$ cat config.mk
export PLATFORM = sky130hd
export DESIGN_NAME = yolo_pe_scheduler
export DESIGN_NICKNAME = d
export VERILOG_FILES = /design/src/rtl/yolo_pe_pkg.sv /design/src/rtl/yolo_pe_out_fifo.sv /design/src/rtl/yolo_pe_scheduler.sv
export SDC_FILE = /design/constraint.sdc
export NUM_CORES = 1
export LEC_CHECK = 0
export ABC_CLOCK_PERIOD_IN_PS = 5700
export BUFFER_PORTS_ARGS = -buffer_cell sky130_fd_sc_hd__buf_2
export CAP_MARGIN = 20
export CORE_MARGIN = 1.5
export CORE_UTILIZATION = 60
export DETAILED_ROUTE_END_ITERATION = 12
export PLACE_DENSITY = 0.81
export SLEW_MARGIN = 20
export SYNTH_ARGS = -nofsm -noshare
export SYNTH_HDL_FRONTEND = slang
export SYNTH_SLANG_ARGS = --single-unit
$ cat constraint.sdc
create_clock -name M_AXI_ACLK -period 5.7 [get_ports M_AXI_ACLK]
set_clock_uncertainty 0.15 [all_clocks]
set_input_delay 0.855 -clock M_AXI_ACLK [delete_from_list [all_inputs] [get_ports M_AXI_ACLK]]
set_output_delay 0.855 -clock M_AXI_ACLK [all_outputs]
set_load 0.02 [all_outputs]
$ cat src/rtl/yolo_pe_pkg.sv
`default_nettype none
// ============================================================================
// Module   : yolo_pe_pkg
// Brief    : Shared types for the YOLO PE scheduler: FSM state encoding and
//            the bit positions of the fields inside the box parameter word.
// Revision : 1.0 - initial release
// ============================================================================
package yolo_pe_pkg;

    typedef enum logic [1:0] {
        ST_IDLE  = 2'd0,
        ST_RUN   = 2'd1,
        ST_DRAIN = 2'd2,
        ST_DONE  = 2'd3
    } sched_state_t;

    // Field positions inside in_param / out_param
    localparam int unsigned c_REPAIR_MSB = 11;
    localparam int unsigned c_REPAIR_LSB = 8;
    localparam int unsigned c_GRID_N_MSB = 7;
    localparam int unsigned c_GRID_N_LSB = 4;
    localparam int unsigned c_GRID_M_MSB = 3;
    localparam int unsigned c_GRID_M_LSB = 0;

endpackage
`default_nettype wire

$ cat src/rtl/yolo_pe_out_fifo.sv
`default_nettype none
// ============================================================================
// Module   : yolo_pe_out_fifo
// Brief    : Power-of-two synchronous FIFO holding decoded boxes, with
//            first-word fall-through head and an occupancy count output.
// Revision : 1.0 - initial release
// ============================================================================
module yolo_pe_out_fifo #(
    parameter int WIDTH = 80,
    parameter int DEPTH = 8
) (
    input  logic                     clk,
    input  logic                     rst_n,
    input  logic                     i_push,
    input  logic [WIDTH-1:0]         i_data,
    input  logic                     i_pop,
    output logic [WIDTH-1:0]         o_data,
    output logic                     o_empty,
    output logic [$clog2(DEPTH):0]   o_count
);
    import yolo_pe_pkg::*;

    localparam int               c_PTR_W = $clog2(DEPTH);
    localparam logic [c_PTR_W:0] c_FULL  = (c_PTR_W + 1)'(DEPTH);

    logic [WIDTH-1:0]   r_mem [DEPTH];
    logic [c_PTR_W-1:0] r_wr_ptr;
    logic [c_PTR_W-1:0] r_rd_ptr;
    logic [c_PTR_W:0]   r_count;
    logic               w_push;
    logic               w_pop;

    assign w_push = i_push && (r_count != c_FULL);
    assign w_pop  = i_pop && (r_count != '0);

    // Pointers are exactly log2(DEPTH) wide, so they wrap modulo DEPTH
    always_ff @(posedge clk or negedge rst_n) begin
        if (!rst_n) begin
            r_wr_ptr <= '0;
            r_rd_ptr <= '0;
            r_count  <= '0;
            for (int i = 0; i < DEPTH; i++) begin
                r_mem[i] <= '0;
            end
        end else begin
            if (w_push) begin
                r_mem[r_wr_ptr] <= i_data;
                r_wr_ptr        <= r_wr_ptr + 1'b1;
            end
            if (w_pop) begin
                r_rd_ptr <= r_rd_ptr + 1'b1;
            end
            case ({w_push, w_pop})
                2'b10:   r_count <= r_count + 1'b1;
                2'b01:   r_count <= r_count - 1'b1;
                default: r_count <= r_count;
            endcase
        end
    end

    assign o_data  = r_mem[r_rd_ptr];
    assign o_empty = (r_count == '0);
    assign o_count = r_count;

endmodule
`default_nettype wire

$ cat src/rtl/yolo_pe_scheduler.sv
`default_nettype none
// ============================================================================
// Module   : yolo_pe_scheduler
// Brief    : Issues raw boxes to a fixed-latency PE under a credit limit and
//            collects the results, in order, into an output FIFO.
//            Optional: YOLO_PE_SCHED_PERF_EN adds the stall_cnt counter.
// Revision : 1.0 - initial release
// ============================================================================
module yolo_pe_scheduler #(
    parameter int DATA_BIT   = 16,
    parameter int PE_LATENCY = 6,
    parameter int OUT_DEPTH  = 8,
    parameter int CNT_BIT    = 16
) (
    input  logic                M_AXI_ACLK,
    input  logic                M_AXI_ARESETN,
    input  logic                start,
    input  logic [CNT_BIT-1:0]  box_total,
    output logic                busy,
    output logic                done,
    input  logic                in_valid,
    output logic                in_ready,
    input  logic [DATA_BIT-1:0] in_param,
    input  logic [DATA_BIT-1:0] in_tx,
    input  logic [DATA_BIT-1:0] in_ty,
    input  logic [DATA_BIT-1:0] in_tw,
    input  logic [DATA_BIT-1:0] in_th,
    output logic [DATA_BIT-1:0] pe_param,
    output logic [DATA_BIT-1:0] pe_bx0,
    output logic [DATA_BIT-1:0] pe_by0,
    output logic [DATA_BIT-1:0] pe_bw0,
    output logic [DATA_BIT-1:0] pe_bh0,
    input  logic [DATA_BIT-1:0] pe_res_x,
    input  logic [DATA_BIT-1:0] pe_res_y,
    input  logic [DATA_BIT-1:0] pe_res_w,
    input  logic [DATA_BIT-1:0] pe_res_h,
    output logic                out_valid,
    input  logic                out_ready,
    output logic [DATA_BIT-1:0] out_x,
    output logic [DATA_BIT-1:0] out_y,
    output logic [DATA_BIT-1:0] out_w,
    output logic [DATA_BIT-1:0] out_h,
    output logic [DATA_BIT-1:0] out_param,
    output logic [CNT_BIT-1:0]  issued_cnt
`ifdef YOLO_PE_SCHED_PERF_EN
    ,
    output logic [CNT_BIT-1:0]  stall_cnt
`endif
);
    import yolo_pe_pkg::*;

    localparam int c_CNT_W = $clog2(OUT_DEPTH) + 1;

    sched_state_t          r_state;
    sched_state_t          w_state_nxt;
    logic [CNT_BIT-1:0]    r_box_total;
    logic [CNT_BIT-1:0]    r_issued;
    logic [c_CNT_W-1:0]    r_inflight;
    logic [DATA_BIT:0]     r_pe_tag;
    logic [DATA_BIT:0]     r_tag_dl [PE_LATENCY];
    logic [c_CNT_W-1:0]    w_fifo_count;
    logic                  w_fifo_empty;
    logic [5*DATA_BIT-1:0] w_head;
    logic                  w_start_acc;
    logic                  w_issue;
    logic                  w_retire;
    logic                  w_credit_ok;

    assign w_start_acc = start && (r_state == ST_IDLE);
    assign w_issue     = in_valid && in_ready;
    assign w_retire    = r_tag_dl[PE_LATENCY-1][DATA_BIT];
    // Every issued box already owns a FIFO slot, so the retire push cannot overflow
    assign w_credit_ok = (int'(r_inflight) + int'(w_fifo_count)) < OUT_DEPTH;

    always_comb begin
        w_state_nxt = r_state;
        busy        = 1'b0;
        done        = 1'b0;
        in_ready    = 1'b0;
        case (r_state)
            ST_IDLE: begin
                if (start) begin
                    w_state_nxt = (box_total == '0) ? ST_DRAIN : ST_RUN;
                end
            end
            ST_RUN: begin
                busy     = 1'b1;
                in_ready = w_credit_ok && (r_issued < r_box_total);
                if (r_issued == r_box_total) begin
                    w_state_nxt = ST_DRAIN;
                end
            end
            ST_DRAIN: begin
                busy = 1'b1;
                if ((r_inflight == '0) && w_fifo_empty) begin
                    w_state_nxt = ST_DONE;
                end
            end
            ST_DONE: begin
                done        = 1'b1;
                w_state_nxt = ST_IDLE;
            end
            default: w_state_nxt = ST_IDLE;
        endcase
    end

    always_ff @(posedge M_AXI_ACLK or negedge M_AXI_ARESETN) begin
        if (!M_AXI_ARESETN) begin
            r_state     <= ST_IDLE;
            r_box_total <= '0;
            r_issued    <= '0;
            r_inflight  <= '0;
            r_pe_tag    <= '0;
            pe_param    <= '0;
            pe_bx0      <= '0;
            pe_by0      <= '0;
            pe_bw0      <= '0;
            pe_bh0      <= '0;
            for (int i = 0; i < PE_LATENCY; i++) begin
                r_tag_dl[i] <= '0;
            end
        end else begin
            r_state <= w_state_nxt;
            if (w_start_acc) begin
                r_box_total <= box_total;
                r_issued    <= '0;
            end else if (w_issue) begin
                r_issued <= r_issued + 1'b1;
            end
            // Operands are zero on bubble cycles
            pe_param <= w_issue ? in_param : '0;
            pe_bx0   <= w_issue ? in_tx    : '0;
            pe_by0   <= w_issue ? in_ty    : '0;
            pe_bw0   <= w_issue ? in_tw    : '0;
            pe_bh0   <= w_issue ? in_th    : '0;
            r_pe_tag <= w_issue ? {1'b1, in_param} : '0;
            r_tag_dl[0] <= r_pe_tag;
            for (int i = 1; i < PE_LATENCY; i++) begin
                r_tag_dl[i] <= r_tag_dl[i-1];
            end
            case ({w_issue, w_retire})
                2'b10:   r_inflight <= r_inflight + 1'b1;
                2'b01:   r_inflight <= r_inflight - 1'b1;
                default: r_inflight <= r_inflight;
            endcase
        end
    end

    yolo_pe_out_fifo #(
        .WIDTH (5 * DATA_BIT),
        .DEPTH (OUT_DEPTH)
    ) u_out_fifo (
        .clk     (M_AXI_ACLK),
        .rst_n   (M_AXI_ARESETN),
        .i_push  (w_retire),
        .i_data  ({pe_res_x, pe_res_y, pe_res_w, pe_res_h,
                   r_tag_dl[PE_LATENCY-1][DATA_BIT-1:0]}),
        .i_pop   (out_valid && out_ready),
        .o_data  (w_head),
        .o_empty (w_fifo_empty),
        .o_count (w_fifo_count)
    );

    assign out_valid = !w_fifo_empty;
    assign {out_x, out_y, out_w, out_h, out_param} = w_head;
    assign issued_cnt = r_issued;

`ifdef YOLO_PE_SCHED_PERF_EN
    always_ff @(posedge M_AXI_ACLK or negedge M_AXI_ARESETN) begin
        if (!M_AXI_ARESETN) begin
            stall_cnt <= '0;
        end else if (w_start_acc) begin
            stall_cnt <= '0;
        end else if ((r_state == ST_RUN) && in_valid && !in_ready && (stall_cnt != '1)) begin
            stall_cnt <= stall_cnt + 1'b1;
        end
    end
`endif

endmodule
`default_nettype wire

# After elaboration in Yosys (flattened, before gate mapping)
# Cells that the tools add are included.
[word_totals]
in_bits = 165
word_cells = 97
regBits = 887
out_inout_bits = 180
[classes]
mux = 24
order_cmp = 5
n_eq_ne = 12
n_addsub = 8
bitwise_logic = 2
n_reduce_logical = 19
[op_table]
columns = ["cell", "n"]
rows = [
  ["$bwmux W640", 1],
  ["$bmux W80 S3", 1],
  ["$demux W80 S3", 1],
  ["$mux W80", 3],
  ["$mux W16", 7],
  ["$mux W17", 1],
  ["$add A16 B1 Y16 const B", 1],
  ["$eq A16 B16 Y1", 1],
  ["$logic_not A16 Y1", 1],
  ["$lt A16 B16 Y1", 1],
  ["$pmux W4 S2", 2],
  ["$add A4 B1 Y4 const B", 2],
  ["$eq A2 B2 Y1 const B", 4],
  ["$ge A4 B4 Y1 const B", 2],
  ["$logic_and A1 B1 Y1", 8],
  ["$logic_not A4 Y1", 2],
  ["$mux W2", 4],
  ["$not A3 Y4", 2],
  ["$pmux W2 S4", 1],
  ["$sub A4 B1 Y4 const B", 2],
  ["$add A3 B1 Y3 const B", 2],
  ["$eq A2 B1 Y1 const B", 3],
  ["$ne A2 B2 Y1 const B", 3],
  ["$reduce_bool A2 Y1", 3],
  ["other kinds (10)", 12],
]

# Longest topological paths before layout
[depth]
ltp_word = 7
depth_mapped = 16
depth_no_buf = 14

# Hierarchy
# A second synthesis with hierarchy kept.
[unflattened]
hier_cells = 2249
hier_area_um2 = 37512.2
[modules_own_cells]
columns = ["module", "cells_each", "instances", "seq_area_each_um2", "area_per_inst_um2"]
rows = [
  ["yolo_pe_out_fifo", 1703, 1, 16265.6, 29869.9],
  ["yolo_pe_scheduler", 546, 1, 5530.3, 7642.3],
]

# Least setup slack after synthesis
# Ideal clock, no wire load.
[synth_timing]
kind = "reg-to-reg"
start = "register r_issued[7] (netlist: issued_cnt[7])"
end = "register r_inflight[3]"
period_less_slack_ps = 3517
setup_slack_ps = 2183
required_ps = 5425
arrival_ps = 3242
stages_incl_launch_ff = 16
cell_sequence = "dfrtp_1 -> ha_1 -> a21oi_1 -> nand3_1 -> a22oi_1 -> and4_1 -> buf_2 -> buf_2 -> inv_1 -> ha_1 -> ha_1 -> a21o_1 -> a21oi_1 -> xnor2_1 -> nor2_1 -> xor2_1"
[synth_via]
elab_chain_len = 6
elab_cells_between_ends = 8
classes_between = "order compare (1); eq/ne (2); mux (2); reduce/logical (3)"
[synth_rtl]
columns = ["element", "line_no", "source"]
rows = [
  ["start: declaration", "yolo_pe_scheduler.sv:57", "logic [CNT_BIT-1:0] r_issued;"],
  ["start signal: assignment", "yolo_pe_scheduler.sv:128", "r_issued <= r_issued + 1'b1;"],
  ["$lt A16 B16 Y1 *", "yolo_pe_scheduler.sv:88", "in_ready = w_credit_ok && (r_issued < r_box_total);"],
  ["$logic_and A1 B1 Y1 *", "yolo_pe_scheduler.sv:88", ""],
  ["$mux W1 *", "yolo_pe_scheduler.sv:80", "case (r_state)"],
  ["$logic_and A1 B1 Y1 *", "yolo_pe_scheduler.sv:70", "assign w_issue = in_valid && in_ready;"],
  ["net w_issue", "yolo_pe_scheduler.sv:65", "logic w_issue;"],
  ["$eq A2 B1 Y1 or $eq A2 B2 Y1 (tied branches)", "yolo_pe_scheduler.sv:141", "case ({w_issue, w_retire})"],
  ["$pmux W4 S2 or $reduce_bool A2 Y1 (tied branches)", "n/a", ""],
  ["end signal: assignment", "yolo_pe_scheduler.sv:142", "2'b10: r_inflight <= r_inflight + 1'b1;"],
  ["end signal: assignment", "yolo_pe_scheduler.sv:143", "2'b01: r_inflight <= r_inflight - 1'b1;"],
  ["end signal: assignment", "yolo_pe_scheduler.sv:144", "default: r_inflight <= r_inflight;"],
  ["end: declaration", "yolo_pe_scheduler.sv:58", "logic [c_CNT_W-1:0] r_inflight;"],
]
# Mark *: on every way through the listed nets, which the timed path passes. The rest lies on a longest branch.
# A chain may end at the register's enable or synchronous reset.

# Final worst setup path
[layout_timing]
start = "register u_out_fifo.r_rd_ptr[1]"
end = "output port out_w[7]"
[layout_via]
elab_chain_len = 4
[layout_rtl]
columns = ["element", "line_no", "source"]
rows = [
  ["start: declaration", "yolo_pe_out_fifo.sv:28", "logic [c_PTR_W-1:0] r_rd_ptr;"],
  ["start signal: assignment", "yolo_pe_out_fifo.sv:51", "r_rd_ptr <= r_rd_ptr + 1'b1;"],
  ["$not A3 Y4 (implied by the code)", "yolo_pe_out_fifo.sv:61", "assign o_data = r_mem[r_rd_ptr];"],
  ["$bmux W80 S3", "yolo_pe_out_fifo.sv:61", ""],
  ["$mux W80 (implied by the code) (2 in series)", "yolo_pe_out_fifo.sv:61", ""],
  ["end: declaration", "yolo_pe_scheduler.sv:41", "output logic [DATA_BIT-1:0] out_w,"],
]
# Every way passes these cells. The select of a mux whose other input is x is not followed.

==> metrics.txt <==
Synth Net Count=~2.4k; fill count=3889; commonest non-fill, non-tap cell in the layout=dfrtp_1; Clock Path Buffers=3; layout cell share with drive strength beyond 1=0.5364; die area=0.06220 mm^2; headroom to the max-slew limit=0.2771; global-route wire length before repair=about 130000 um; most frequent cells in the layout=dfrtp_1, mux2_2, buf_2, mux4_2, clkbuf_16; status=complete, no violations; final antenna-violating net count=0; DR top layer=met5; peak supply drop=around 280 uV; Iteration-0 DRC Markers=between 1k and 1.5k; total CTS buffers=approximately 90; Final Hold Fails=0; critical path required time=4.70 ns; Final nets=roughly 2.8k; fin worst setup slack=between 1.5 and 2 ns; routed wl met2=a little over 40000 um; register bit count reported by yosys=between 800 and 900; die width=249.4 um; setup violators final=0; worst skew pair latency=about 0.62 ns; core area=about 0.060 mm^2; DRC viols=0; DR vias/cell=5.973; placed cell count=between 3k and 4k; I/O pin count=about 350; YS warnings=0; # Post-CTS Setup Buffers=0; CP startpoint kind=flip-flop; Tot GR Track Use=0.2617; # rows=90; asr flop ratio synth=1.000; vias in the first global route=22.87k; CTS tree=yes; Worst Path Arrival=slightly above 3 ns; hold crit path type=reg2reg; Worst-Margin Slew=around 1.1 ns; Main synth FF type=dfrtp_1; hold path cells=0; Finished Core Util=0.6972; DR vias=20.44k; Seq/Total Area, Yosys=0.5984; EDFF count, synth=0; Detailed Route WL=79130 um; crit path time final=4.109 ns; post-synth cell types=between 40 and 50; CTS H-tree depth=3; CP peak stage delay=approximately 1.1 ns; R2R setup slack=2.23 ns; MaxCap Viol Count=0; GRT overflow=0; Leakage=between 20 and 25 nW; die span in y=roughly 250 um; CTS Sinks=between 800 and 900; Final Non-Filler Cells=about 3.4k; area delta synth->final=15.09%; port bufs=between 300 and 400; Tcrit/Tclk final=0.7209; CTS clock-pin slew for the worst setup and hold paths=about 0.06 ns; drt wl/cell=23.12 um; DR WL met3=between 4000 and 5000 um; kind of critical path=reg2out; CP Cell Sequence=buf_12 > mux4_2 > mux2_2 > buf_2; hpwl dp=~46000 um; CTS root buffer=clkbuf_16; Max Fclk=around 240 MHz; Worst Path Max Fanout=81; Crit-path slowest cell=dfrtp_4; setup_tns=0 ns; RSZ-0062 raised after global routing=false; maximum number of pins on one net before global-route repair=138; worst slack, placed=between 1.5 and 2 ns; RD Place Congestion=about 0.84; Final Max Slew Viols=0; FF-to-FF path depth=13; TritonRoute pass-1 iters=7; CP endpoint kind=primary output; post-cts repair resize count=0; initial core utilization=0.6058; initial antenna violation count=11; Pwr Density=between 400 and 500 mW/mm^2; hold buffer count at CTS=0; Avg Synthesized Cell Area=between 15 and 20 um^2; Metal-1 WL=about 33000 um; Mapped Area=~0.036 mm^2; cell count after synthesis=2244
==> worst paths after layout <==
check                                        from                    end
setup / recovery           u_out_fifo.r_rd_ptr[1]               out_w[7]
hold / removal                       r_tag_dl[58]           r_tag_dl[41]
setup reg to reg                    issued_cnt[7]          r_inflight[3]
hold reg to reg                      r_tag_dl[58]           r_tag_dl[41]
max in group asynchronous           M_AXI_ARESETN   u_out_fifo.r_mem[50]
min in group asynchronous           M_AXI_ARESETN  u_out_fifo.r_mem[497]
==> through the flow <==
stage                     hold WS, ns  power, mW  instance area, um^2
after floorplan                0.1812      12.35                36430
after global routing           0.1935      20.80                41920
after CTS                      0.1925      20.02                41840
final                          0.1847      19.86                41920
after global placement         0.1816      13.84                38910
after detailed placement       0.1847      14.14                38910
==> metal layers <==
layer,track usage,vias to the layer above
li1,-,8825
met1,0.3412,10958
met2,0.4468,513
met3,0.05121,131
met4,0.08118,12
met5,0,-
==> Yosys cell counts, types with 3 or more instances <==
cell	n	area, um^2
mux4_2	160	3603
a21oi_1	18	90.09
nand2_1	40	150.1
buf_2	75	375.4
nand3_1	13	65.06
xor2_1	11	96.34
mux2_1	4	45.04
xnor2_1	8	70.07
and2_1	81	506.7
ha_1	33	412.9
clkbuf_1	43	161.4
inv_1	30	112.6
a21o_1	3	22.52
dfrtp_1	871	21800
mux2_2	718	8085
nor3b_1	3	22.52
buf_4	16	120.1
nand2b_1	3	18.77
o21ai_0	31	155.2
nor2_1	19	71.32
or3_1	6	37.54
or4_1	5	37.54
nand4_1	13	81.33
buf_1	11	41.29
==> logic make-up (layout without fill, tap and decap cells) <==
group / count (synthesis) / in the layout / synth area share
AOI/OAI and AO/OA: 60 / 60 / 0.009103
xor gates and xnor gates: 19 / 19 / 0.004568
adders and majority gates: 35 / 35 / 0.01243
buffers and inverters: 175 / 565 / 0.02226
DFF: 871 / 871 / 0.5984
muxes: 882 / 882 / 0.3221
other: 0 / 6 / 0
and+or+nand+nor: 202 / 202 / 0.03115
==> state kept, by name, summed over array words and instances, names as in the netlist, 4 cells and up <==
| register | count |
|---|---|
| pe_by0 | 16 |
| pe_bw0 | 16 |
| pe_bx0 | 16 |
| r_pe_tag | 17 |
| r_tag_dl | 102 |
| pe_bh0 | 16 |
| u_out_fifo.r_mem | 640 |
| r_inflight | 4 |
| u_out_fifo.o_count | 4 |
| r_box_total | 16 |
| issued_cnt | 16 |
==> critical path: cells and delay by family, from the launching register on <==
kind	cells	cell delay (ns)
flip-flops	1	1.06
multiplexers	2	0.70
buffers and inverters	2	0.66
==> power by group <==
| part | switching, mW | internal, mW | total (mW) |
|---|---|---|---|
| Sequential | 0.891 | 7.42 | 8.31 |
| Combinational | 2.72 | 3.02 | 5.74 |
| Clock | 2.37 | 3.45 | 5.82 |
| Total | 5.97 | 13.9 | 19.9 |
==> final cells by class <==
class,instances,area [um^2],share of cell area
diodes,6,15.01,0.0003581
clock buffers,117,2505,0.05975
clock inverters,37,422.9,0.01009
inverters,30,112.6,0.002686
multi-input cells,1198,13880,0.3311
flip-flops and latches,871,21810,0.5202
well taps,782,978.4,0.02334
repair buffers,381,2202,0.05253
Power figures use the tool's default switching activity.
